===== config.mk =====
export PLATFORM = sky130hd
export DESIGN_NAME = conv_encoder_packer_flat
export DESIGN_NICKNAME = d
export VERILOG_FILES = /design/src/rtl/conv_enc_pkg.sv /design/src/rtl/conv_encoder_packer_if.sv /design/src/rtl/conv_enc_core.sv /design/src/rtl/conv_encoder_packer.sv /design/src/flat_wrapper.sv
export SDC_FILE = /design/constraint.sdc
export NUM_CORES = 1
export LEC_CHECK = 0
export CAP_MARGIN = 20
export CORE_MARGIN = 2
export CORE_UTILIZATION = 40
export DETAILED_ROUTE_END_ITERATION = 8
export GPL_ROUTABILITY_DRIVEN = 0
export GPL_TIMING_DRIVEN = 0
export SYNTH_ARGS = -nofsm -noshare
export SYNTH_HDL_FRONTEND = slang
export SYNTH_SLANG_ARGS = --single-unit

===== constraint.sdc =====
create_clock -name clk -period 2.25 [get_ports clk]
set_clock_uncertainty 0.15 [all_clocks]
set_input_delay 0.675 -clock clk [delete_from_list [all_inputs] [get_ports clk]]
set_output_delay 0.675 -clock clk [all_outputs]
set_load 0.1 [all_outputs]

===== src/rtl/conv_enc_pkg.sv =====
// Shared types and constants for the convolutional encoder/packer.
// Contents:
//   state_e  - frame FSM states (idle, byte load, payload encode, tail encode, flush, done)
//   GK*_*    - default generator masks (K=3 7/5, K=5 23/35 (+27), K=7 171/133, octal)
//   parity() - XOR reduction of a tap-masked shift register (K <= 8)
package conv_enc_pkg;

  typedef enum logic [2:0] {
    StIdle,
    StLoad,
    StEnc,
    StTail,
    StFlush,
    StDone
  } state_e;

  localparam logic [2:0] GK3_0 = 3'o7;
  localparam logic [2:0] GK3_1 = 3'o5;
  localparam logic [4:0] GK5_0 = 5'o23;
  localparam logic [4:0] GK5_1 = 5'o35;
  localparam logic [4:0] GK5_2 = 5'o27;
  localparam logic [6:0] GK7_0 = 7'o171;
  localparam logic [6:0] GK7_1 = 7'o133;

  function automatic logic parity(input logic [7:0] v);
    return ^v;
  endfunction

endpackage


===== src/rtl/conv_encoder_packer_if.sv =====
// Frame control and byte-stream handshake bundle for conv_encoder_packer.
// Signals:
//   start/frame_len/tail_en/punct_en - frame request, sampled on start
//   in_data/in_valid/in_ready        - payload byte stream (LSB first)
//   out_data/out_valid/out_ready     - packed coded byte stream
//   busy/frame_done                  - frame status
// Modports: master (frame producer / byte consumer), slave (encoder).
interface conv_encoder_packer_if #(
  parameter int unsigned LEN_W = 16
) ();

  logic             start;
  logic [LEN_W-1:0] frame_len;
  logic             tail_en;
  logic             punct_en;
  logic [7:0]       in_data;
  logic             in_valid;
  logic             in_ready;
  logic [7:0]       out_data;
  logic             out_valid;
  logic             out_ready;
  logic             busy;
  logic             frame_done;

  modport master (
    output start, frame_len, tail_en, punct_en, in_data, in_valid, out_ready,
    input  in_ready, out_data, out_valid, busy, frame_done
  );

  modport slave (
    input  start, frame_len, tail_en, punct_en, in_data, in_valid, out_ready,
    output in_ready, out_data, out_valid, busy, frame_done
  );

endinterface


===== src/rtl/conv_enc_core.sv =====
// Convolutional encoder core: shift-register state plus generator taps.
// Ports:
//   clk, rst_n - clock, asynchronous active-low reset
//   enable_i   - advance the state with bit_i
//   bit_i      - current input bit (newest tap, bit0 of the register)
//   clear_i    - zero the state (frame boundaries)
//   coded_o    - coded bits, coded_o[i] = parity(r & Gi), r = {state, bit_i}
module conv_enc_core
  import conv_enc_pkg::*;
#(
  parameter int unsigned  K     = 5,
  parameter int unsigned  N_OUT = 2,
  parameter logic [K-1:0] G0    = GK5_0,
  parameter logic [K-1:0] G1    = GK5_1,
  parameter logic [K-1:0] G2    = GK5_2
) (
  input  logic             clk,
  input  logic             rst_n,
  input  logic             enable_i,
  input  logic             bit_i,
  input  logic             clear_i,
  output logic [N_OUT-1:0] coded_o
);

  logic [K-2:0] state_q;
  logic [K-1:0] r;

  assign r = {state_q, bit_i};

  always_ff @(posedge clk or negedge rst_n) begin
    if (!rst_n) begin
      state_q <= '0;
    end else if (clear_i) begin
      state_q <= '0;
    end else if (enable_i) begin
      state_q <= r[K-2:0];
    end
  end

  assign coded_o[0] = parity(8'(r & G0));
  assign coded_o[1] = parity(8'(r & G1));

  if (N_OUT == 3) begin : g_rate3
    assign coded_o[2] = parity(8'(r & G2));
  end

endmodule


===== src/rtl/conv_encoder_packer.sv =====
// Frame-based convolutional encoder with byte input and packed-symbol byte output.
// Payload bits are encoded LSB first, one per cycle; coded bits are appended LSB first
// into a 16-bit accumulator (G(N_OUT-1) first, G0 last) and emitted as bytes.
// Ports:
//   clk, rst_n - clock, asynchronous active-low reset
//   bus_io     - conv_encoder_packer_if.slave: frame control, input and output streams
// Build option: define CONV_ENC_PUNCTURE_EN to add rate-2/3 puncturing (N_OUT=2 only),
// selected per frame with punct_en.
module conv_encoder_packer
  import conv_enc_pkg::*;
#(
  parameter int unsigned  K     = 5,
  parameter int unsigned  N_OUT = 2,
  parameter logic [K-1:0] G0    = GK5_0,
  parameter logic [K-1:0] G1    = GK5_1,
  parameter logic [K-1:0] G2    = GK5_2,
  parameter int unsigned  LEN_W = 16
) (
  input  logic                 clk,
  input  logic                 rst_n,
  conv_encoder_packer_if.slave bus_io
);

  state_e           state_q, state_d;
  logic [LEN_W-1:0] len_q, len_d;
  logic             tail_en_q, tail_en_d;
  logic [7:0]       byte_q, byte_d;
  logic [2:0]       bit_cnt_q, bit_cnt_d;
  logic [2:0]       tail_cnt_q, tail_cnt_d;
  logic [15:0]      acc_q, acc_d, acc_pop, sym_ext;
  logic [4:0]       cnt_q, cnt_d, cnt_pop, nb;
  logic [N_OUT-1:0] coded, sym;
  logic             enc_en, enc_bit, enc_clr;
  logic             push, pad, pop, stall;
  logic             out_valid, in_ready, frame_done;

  assign enc_bit = (state_q == StEnc) ? byte_q[0] : 1'b0;

  conv_enc_core #(
    .K    (K),
    .N_OUT(N_OUT),
    .G0   (G0),
    .G1   (G1),
    .G2   (G2)
  ) u_core (
    .clk     (clk),
    .rst_n   (rst_n),
    .enable_i(enc_en),
    .bit_i   (enc_bit),
    .clear_i (enc_clr),
    .coded_o (coded)
  );

`ifdef CONV_ENC_PUNCTURE_EN
  // idx_q is the parity of the frame-wide bit index (payload and tail).
  logic punct_q, punct_d, idx_q, idx_d;

  always_comb begin
    punct_d = punct_q;
    idx_d   = idx_q;
    if (state_q == StIdle && bus_io.start) begin
      punct_d = bus_io.punct_en && (N_OUT == 2);
      idx_d   = 1'b0;
    end else if (enc_en) begin
      idx_d = ~idx_q;
    end
  end

  always_ff @(posedge clk or negedge rst_n) begin
    if (!rst_n) begin
      punct_q <= 1'b0;
      idx_q   <= 1'b0;
    end else begin
      punct_q <= punct_d;
      idx_q   <= idx_d;
    end
  end
`else
  logic unused_punct;
  assign unused_punct = bus_io.punct_en;
`endif

  // Reverse coded bits so the highest generator lands in the lowest accumulator bit.
  always_comb begin
    sym = '0;
    nb  = 5'(N_OUT);
    for (int unsigned j = 0; j < N_OUT; j++) begin
      sym[j] = coded[N_OUT-1-j];
    end
`ifdef CONV_ENC_PUNCTURE_EN
    if (punct_q && idx_q) begin
      sym    = '0;
      sym[0] = coded[0];
      nb     = 5'd1;
    end
`endif
  end

  assign sym_ext = 16'(sym);

  assign out_valid = (cnt_q >= 5'd8);

  always_comb begin
    state_d    = state_q;
    len_d      = len_q;
    tail_en_d  = tail_en_q;
    byte_d     = byte_q;
    bit_cnt_d  = bit_cnt_q;
    tail_cnt_d = tail_cnt_q;
    enc_en     = 1'b0;
    enc_clr    = 1'b0;
    push       = 1'b0;
    pad        = 1'b0;
    in_ready   = 1'b0;
    frame_done = 1'b0;
    // A byte leaving this cycle frees room for the bits encoded this cycle.
    pop     = out_valid && bus_io.out_ready;
    acc_pop = pop ? {8'h00, acc_q[15:8]} : acc_q;
    cnt_pop = pop ? (cnt_q - 5'd8) : cnt_q;
    stall   = (cnt_pop + nb) > 5'd16;

    case (state_q)
      StIdle: begin
        if (bus_io.start) begin
          len_d      = bus_io.frame_len;
          tail_en_d  = bus_io.tail_en;
          tail_cnt_d = '0;
          enc_clr    = 1'b1;
          if (bus_io.frame_len == '0) begin
            state_d = bus_io.tail_en ? StTail : StDone;
          end else begin
            state_d = StLoad;
          end
        end
      end
      StLoad: begin
        in_ready = 1'b1;
        if (bus_io.in_valid) begin
          byte_d    = bus_io.in_data;
          bit_cnt_d = '0;
          state_d   = StEnc;
        end
      end
      StEnc: begin
        if (!stall) begin
          enc_en    = 1'b1;
          push      = 1'b1;
          byte_d    = {1'b0, byte_q[7:1]};
          len_d     = len_q - LEN_W'(1);
          bit_cnt_d = bit_cnt_q + 3'd1;
          if (len_q == LEN_W'(1)) begin
            state_d = tail_en_q ? StTail : StFlush;
          end else if (bit_cnt_q == 3'd7) begin
            state_d = StLoad;
          end
        end
      end
      StTail: begin
        if (!stall) begin
          enc_en     = 1'b1;
          push       = 1'b1;
          tail_cnt_d = tail_cnt_q + 3'd1;
          if (tail_cnt_q == 3'(K - 2)) begin
            state_d = StFlush;
          end
        end
      end
      StFlush: begin
        if (cnt_pop == 5'd0) begin
          state_d = StDone;
        end else if (cnt_pop < 5'd8) begin
          pad = 1'b1;
        end
      end
      StDone: begin
        frame_done = 1'b1;
        enc_clr    = 1'b1;
        state_d    = StIdle;
      end
      default: state_d = StIdle;
    endcase

    acc_d = acc_pop;
    cnt_d = cnt_pop;
    if (push) begin
      acc_d = acc_pop | (sym_ext << cnt_pop);
      cnt_d = cnt_pop + nb;
    end
    // Bits above cnt are always zero, so padding is just a count bump.
    if (pad) begin
      cnt_d = 5'd8;
    end
  end

  always_ff @(posedge clk or negedge rst_n) begin
    if (!rst_n) begin
      state_q    <= StIdle;
      len_q      <= '0;
      tail_en_q  <= 1'b0;
      byte_q     <= '0;
      bit_cnt_q  <= '0;
      tail_cnt_q <= '0;
      acc_q      <= '0;
      cnt_q      <= '0;
    end else begin
      state_q    <= state_d;
      len_q      <= len_d;
      tail_en_q  <= tail_en_d;
      byte_q     <= byte_d;
      bit_cnt_q  <= bit_cnt_d;
      tail_cnt_q <= tail_cnt_d;
      acc_q      <= acc_d;
      cnt_q      <= cnt_d;
    end
  end

  assign bus_io.in_ready   = in_ready;
  assign bus_io.out_valid  = out_valid;
  assign bus_io.out_data   = acc_q[7:0];
  assign bus_io.busy       = (state_q != StIdle);
  assign bus_io.frame_done = frame_done;

endmodule


===== src/flat_wrapper.sv =====
// flat-port wrapper written by rule: the top's interface ports become plain ports
module conv_encoder_packer_flat import conv_enc_pkg::*;
#(
  parameter int unsigned  K     = 5,
  parameter int unsigned  N_OUT = 2,
  parameter logic [K-1:0] G0    = GK5_0,
  parameter logic [K-1:0] G1    = GK5_1,
  parameter logic [K-1:0] G2    = GK5_2,
  parameter int unsigned  LEN_W = 16
)
  (clk, rst_n, bus_io_start, bus_io_frame_len, bus_io_tail_en, bus_io_punct_en, bus_io_in_data, bus_io_in_valid, bus_io_out_ready, bus_io_in_ready, bus_io_out_data, bus_io_out_valid, bus_io_busy, bus_io_frame_done);
  conv_encoder_packer_if #(.LEN_W(LEN_W)) bus_io_i ();
  input  logic clk;
  input  logic rst_n;
  input wire logic [$bits(bus_io_i.start)-1:0] bus_io_start;
  input wire logic [$bits(bus_io_i.frame_len)-1:0] bus_io_frame_len;
  input wire logic [$bits(bus_io_i.tail_en)-1:0] bus_io_tail_en;
  input wire logic [$bits(bus_io_i.punct_en)-1:0] bus_io_punct_en;
  input wire logic [$bits(bus_io_i.in_data)-1:0] bus_io_in_data;
  input wire logic [$bits(bus_io_i.in_valid)-1:0] bus_io_in_valid;
  input wire logic [$bits(bus_io_i.out_ready)-1:0] bus_io_out_ready;
  output wire logic [$bits(bus_io_i.in_ready)-1:0] bus_io_in_ready;
  output wire logic [$bits(bus_io_i.out_data)-1:0] bus_io_out_data;
  output wire logic [$bits(bus_io_i.out_valid)-1:0] bus_io_out_valid;
  output wire logic [$bits(bus_io_i.busy)-1:0] bus_io_busy;
  output wire logic [$bits(bus_io_i.frame_done)-1:0] bus_io_frame_done;
  assign bus_io_i.start = bus_io_start;
  assign bus_io_i.frame_len = bus_io_frame_len;
  assign bus_io_i.tail_en = bus_io_tail_en;
  assign bus_io_i.punct_en = bus_io_punct_en;
  assign bus_io_i.in_data = bus_io_in_data;
  assign bus_io_i.in_valid = bus_io_in_valid;
  assign bus_io_i.out_ready = bus_io_out_ready;
  assign bus_io_in_ready = bus_io_i.in_ready;
  assign bus_io_out_data = bus_io_i.out_data;
  assign bus_io_out_valid = bus_io_i.out_valid;
  assign bus_io_busy = bus_io_i.busy;
  assign bus_io_frame_done = bus_io_i.frame_done;
  conv_encoder_packer #(.K(K), .N_OUT(N_OUT), .G0(G0), .G1(G1), .G2(G2), .LEN_W(LEN_W)) u_core (.clk(clk), .rst_n(rst_n), .bus_io(bus_io_i));
endmodule

==> results of run 1 <==
-- power groups by stage --
stage | clock [mW] | combinational (mW) | sequential [mW]
2_1_floorplan | 0 | 3.61 | 1.85
3_3_place_gp | 0 | 4.50 | 1.93
3_5_place_dp | 0 | 4.56 | 1.95
4_1_cts | 1.11 | 5.17 | 1.93
5_1_grt | 1.16 | 6.46 | 2.03
6_report | 1.09 | 6.01 | 1.97
-- worst min path at each step --
stage / start / to / slack, ns / cells past startpoint
final: rst_n / u_core.cnt_q[3]$_DFF_PN0_ / 0.17 / 1
after detailed placement: u_core.acc_q[11]$_DFF_PN0_ / u_core.acc_q[11]$_DFF_PN0_ / 0.32 / 2
after global placement: u_core.acc_q[10]$_DFF_PN0_ / u_core.acc_q[10]$_DFF_PN0_ / 0.31 / 2
after floorplan: rst_n / u_core.acc_q[0]$_DFF_PN0_ / 0.23 / 0
after global routing: rst_n / u_core.acc_q[6]$_DFF_PN0_ / 0.19 / 1
after CTS: rst_n / u_core.acc_q[2]$_DFF_PN0_ / 0.17 / 1
-- metrics by stage --
stage | setup TNS, ns | setup slack (ns)
after floorplan | -1.33 | -0.161
after detailed placement | -44.14 | -0.894
final | -0.240 | -0.0409
after global routing | -3.02 | -0.110
after global placement | -138.63 | -1.64
after CTS | -0.0203 | -0.0118
-- sequential cells by signal, summed over array words and instances, names as in the netlist --
register	cells
u_core.u_core.state_q	4
u_core.tail_cnt_q	3
u_core.len_q	16
u_core.tail_en_q	1
u_core.bit_cnt_q	3
u_core.cnt_q	4
u_core.acc_q	16
u_core.state_q	3
u_core.byte_q	8
-- metal layers --
metal	GRT usage	vias up	routed length, um
li1	-	1531	-
met2	0.312	93	4520
met3	0.0434	15	438
met4	0.0661	0	144
met1	0.286	1537	4550
met5	0	-	0
-- placed cells by master, fill, tap and decap left out, types with 5 or more instances in the layout --
master,netlist,final
o221a_4,0,6
nor3_1,8,7
o22ai_1,9,9
a31oi_1,5,5
ha_1,8,7
clkdlybuf4s50_1,0,27
dfrtp_1,58,54
clkbuf_8,0,11
buf_12,0,5
nand3_1,10,9
o21ai_2,2,9
and3_1,7,5
inv_1,11,7
clkdlybuf4s15_2,0,9
nand2_1,33,30
buf_4,10,35
or2_4,0,7
nor2_1,48,44
buf_6,2,6
a21oi_1,16,13
o21ai_1,1,12
mux2i_1,6,6
o21ai_0,31,11
-- kinds of logic (layout without fill, tap and decap cells) --
group | after synthesis | count (layout) | synth area share
buf+inv | 40 | 128 | 0.0625
xor+xnor | 7 | 7 | 0.0218
mux | 8 | 8 | 0.0258
compound gates | 106 | 106 | 0.210
flops | 58 | 58 | 0.421
simple gates | 149 | 149 | 0.230
fa+ha+maj | 8 | 8 | 0.0290
-- worst max-delay path: cells and delay by family, from the launching register on --
| kind | cells | cell delay [ns] |
|---|---|---|
| flops | 1 | 0.39 |
| compound gates | 2 | 0.39 |
| xor+xnor | 1 | 0.27 |
| buf+inv | 3 | 0.38 |
| simple gates | 3 | 0.43 |
| fa+ha+maj | 1 | 0.17 |
-- repair_timing --
| item | in CTS | in global routing |
|---|---|---|
| endpoints found under the setup margin | 68 | 60 |
| gates resized for setup | 96 | 64 |
| cloned | 1 | 3 |
| buffers inserted | 12 | 15 |
| pin swaps | 6 | 39 |
-- layout make-up --
type / instances / area (sq um) / area share
Sequential cell: 58 / 1460 / 0.292
Clock buffer: 10 / 138 / 0.0276
Clock inverter: 6 / 80.1 / 0.0160
Timing Repair Buffer: 73 / 766 / 0.153
Multi-Input combinational cell: 278 / 2130 / 0.427
Inverter: 11 / 45.0 / 0.00902
Tap cell: 105 / 131 / 0.0263
Buffer: 28 / 243 / 0.0486
==> qor.txt, run 1 <==
Yosys reg bits: 58
Worst path max stage delay: 0.39 ns
Util after Layout: 0.602
Total iterations of the first detailed-routing run: 5
R2R cell count: 10
Combinational power share: 0.663
Final wirelength: 9650 um
IO buf count: 41
R2R Path Start: u_core.cnt_q[3]$_DFF_PN0_
Max cap viols: 0
P_int: 4.81 mW
Crit share post-route: 1.02
Post-synthesis cell area: 3450 sq um
Tot Pwr: 9.06 mW
Largest cells by area after synthesis: dfrtp_1 42%, nor2_1 5.2%, o21ai_0 4.5%
Vias in the first global route: 3081
Worst-margin pin slew: 0.566 ns
All-Layer GR Usage: 0.203
Power per standard cell area: 1810 nW/um^2
CTS H-tree depth: 3
Seq pwr share: 0.217
Leak: 2.11 nW
Die Span Y: 96.8 um
Layout Cells excl Fill: 569
FILL cells: 696
CTS tree: done
Top post-synthesis cells by count: 58 x dfrtp_1, 48 x nor2_1, 33 x nand2_1, 31 x o21ai_0, 16 x a21oi_1
Share of layout cells above drive strength 1: 0.360
Num CTS Buffers: 9
Yosys top cell by area: dfrtp_1
CTS Buffer Depth: 2
Startpoint types: register
FP Rows: 33
Syn-to-layout area delta: 44.9%
Detail Route Antenna Nets: 0
Failing checks: setup timing
Switch share: 0.469
Die area: 9370 sq um
Root Buffer: clkbuf_8
Placement Cell Area: 4160 sq um
NumNets Final: 498
Unique masters post-synth: 67
Cell Chain, Critical Path: inv_2 -> ha_4 -> nor2b_4 -> buf_6 -> xnor3_1 -> a31oi_1 -> and3_4 -> clkbuf_16 -> nor2_4 -> o22a_2
Ant diodes: 0
Crit-path max FO: 6
Top FF cell, synth: dfrtp_1
Critical path's slowest cell: dfrtp_2
GRT overflow: 0
Core ar.: 8300 sq um
Hold_buf cts: 0
Vias per cell: 5.58
Worst setup margin: -0.0409 ns
CP Data Arrival Time: 2.36 ns
Global-route wire length before repair: 15400 um
Pin count of the biggest net entering global routing: 38
Critical setup path kind: reg -> reg
Post-route cell area: 4990 sq um
Number of synthesized flops with an enable pin: 0
Boundary Pins: 43
Post-layout minimum cycle time: 2.29 ns
Routed vias: 3176
Ys Warns: 0
Placed wire-length estimate: 6370 um
Fmax: 437 MHz
Placed Cells incl. Taps: 523
Outcome: complete, but fails checks
Worst Path Required: 2.32 ns
Fin. max-slew vios: 0
Hold Vio Cnt, Final: 0
Clock transition at path regs: 0.07 ns
Cells after Synth: 376
Worst r2r dst: u_core.len_q[5]$_DFFE_PN0P_
Net Sw Power: 4.25 mW
Worst vdd ir: 0.756 mV
RSZ-0062 raised after global routing: yes
Syn Area/Cell: 9.16 sq um
Chip Width: 96.8 um
Crit path capture: u_core.len_q[5]$_DFFE_PN0P_
TritonCTS Sinks: 58
Starting density of the core: 0.415
Share of the synthesized area in the top cell type: 0.421
Setup-failing EPs final: 13
Worst min path class: in -> async
Top-count cell post-synth: dfrtp_1
Clock latency on the worst-skew pair: 0.34 ns
Initial antenna violation count: 0
WL/cell: 17.0 um
CP Launch Point: u_core.cnt_q[3]$_DFF_PN0_
Fin Hold WS: 0.171 ns
Asr flop ratio synth: 1.00
Sequential share of the synthesized area: 0.421
R2r setup slk: -0.04 ns
CP Capture Type: register
Slew HR: 0.623
1st-iter DRT viols: 184
Clock share of power: 0.120
Post-Syn Nets: 415
Final routed DRC violation total: 0
Power figures use the tool's default switching activity.
==> run 2, diff against run 1 <==
- CTS_CLUSTER_DIAMETER: not set -> 30
==> results of run 2 <==
Final layout, timing and power as in run 1 (identical DEF).
==> run 3, diff against run 2 <==
- CTS_CLUSTER_SIZE: not set -> 40
==> results of run 3 <==
Final layout, timing and power as in run 1 (identical DEF).
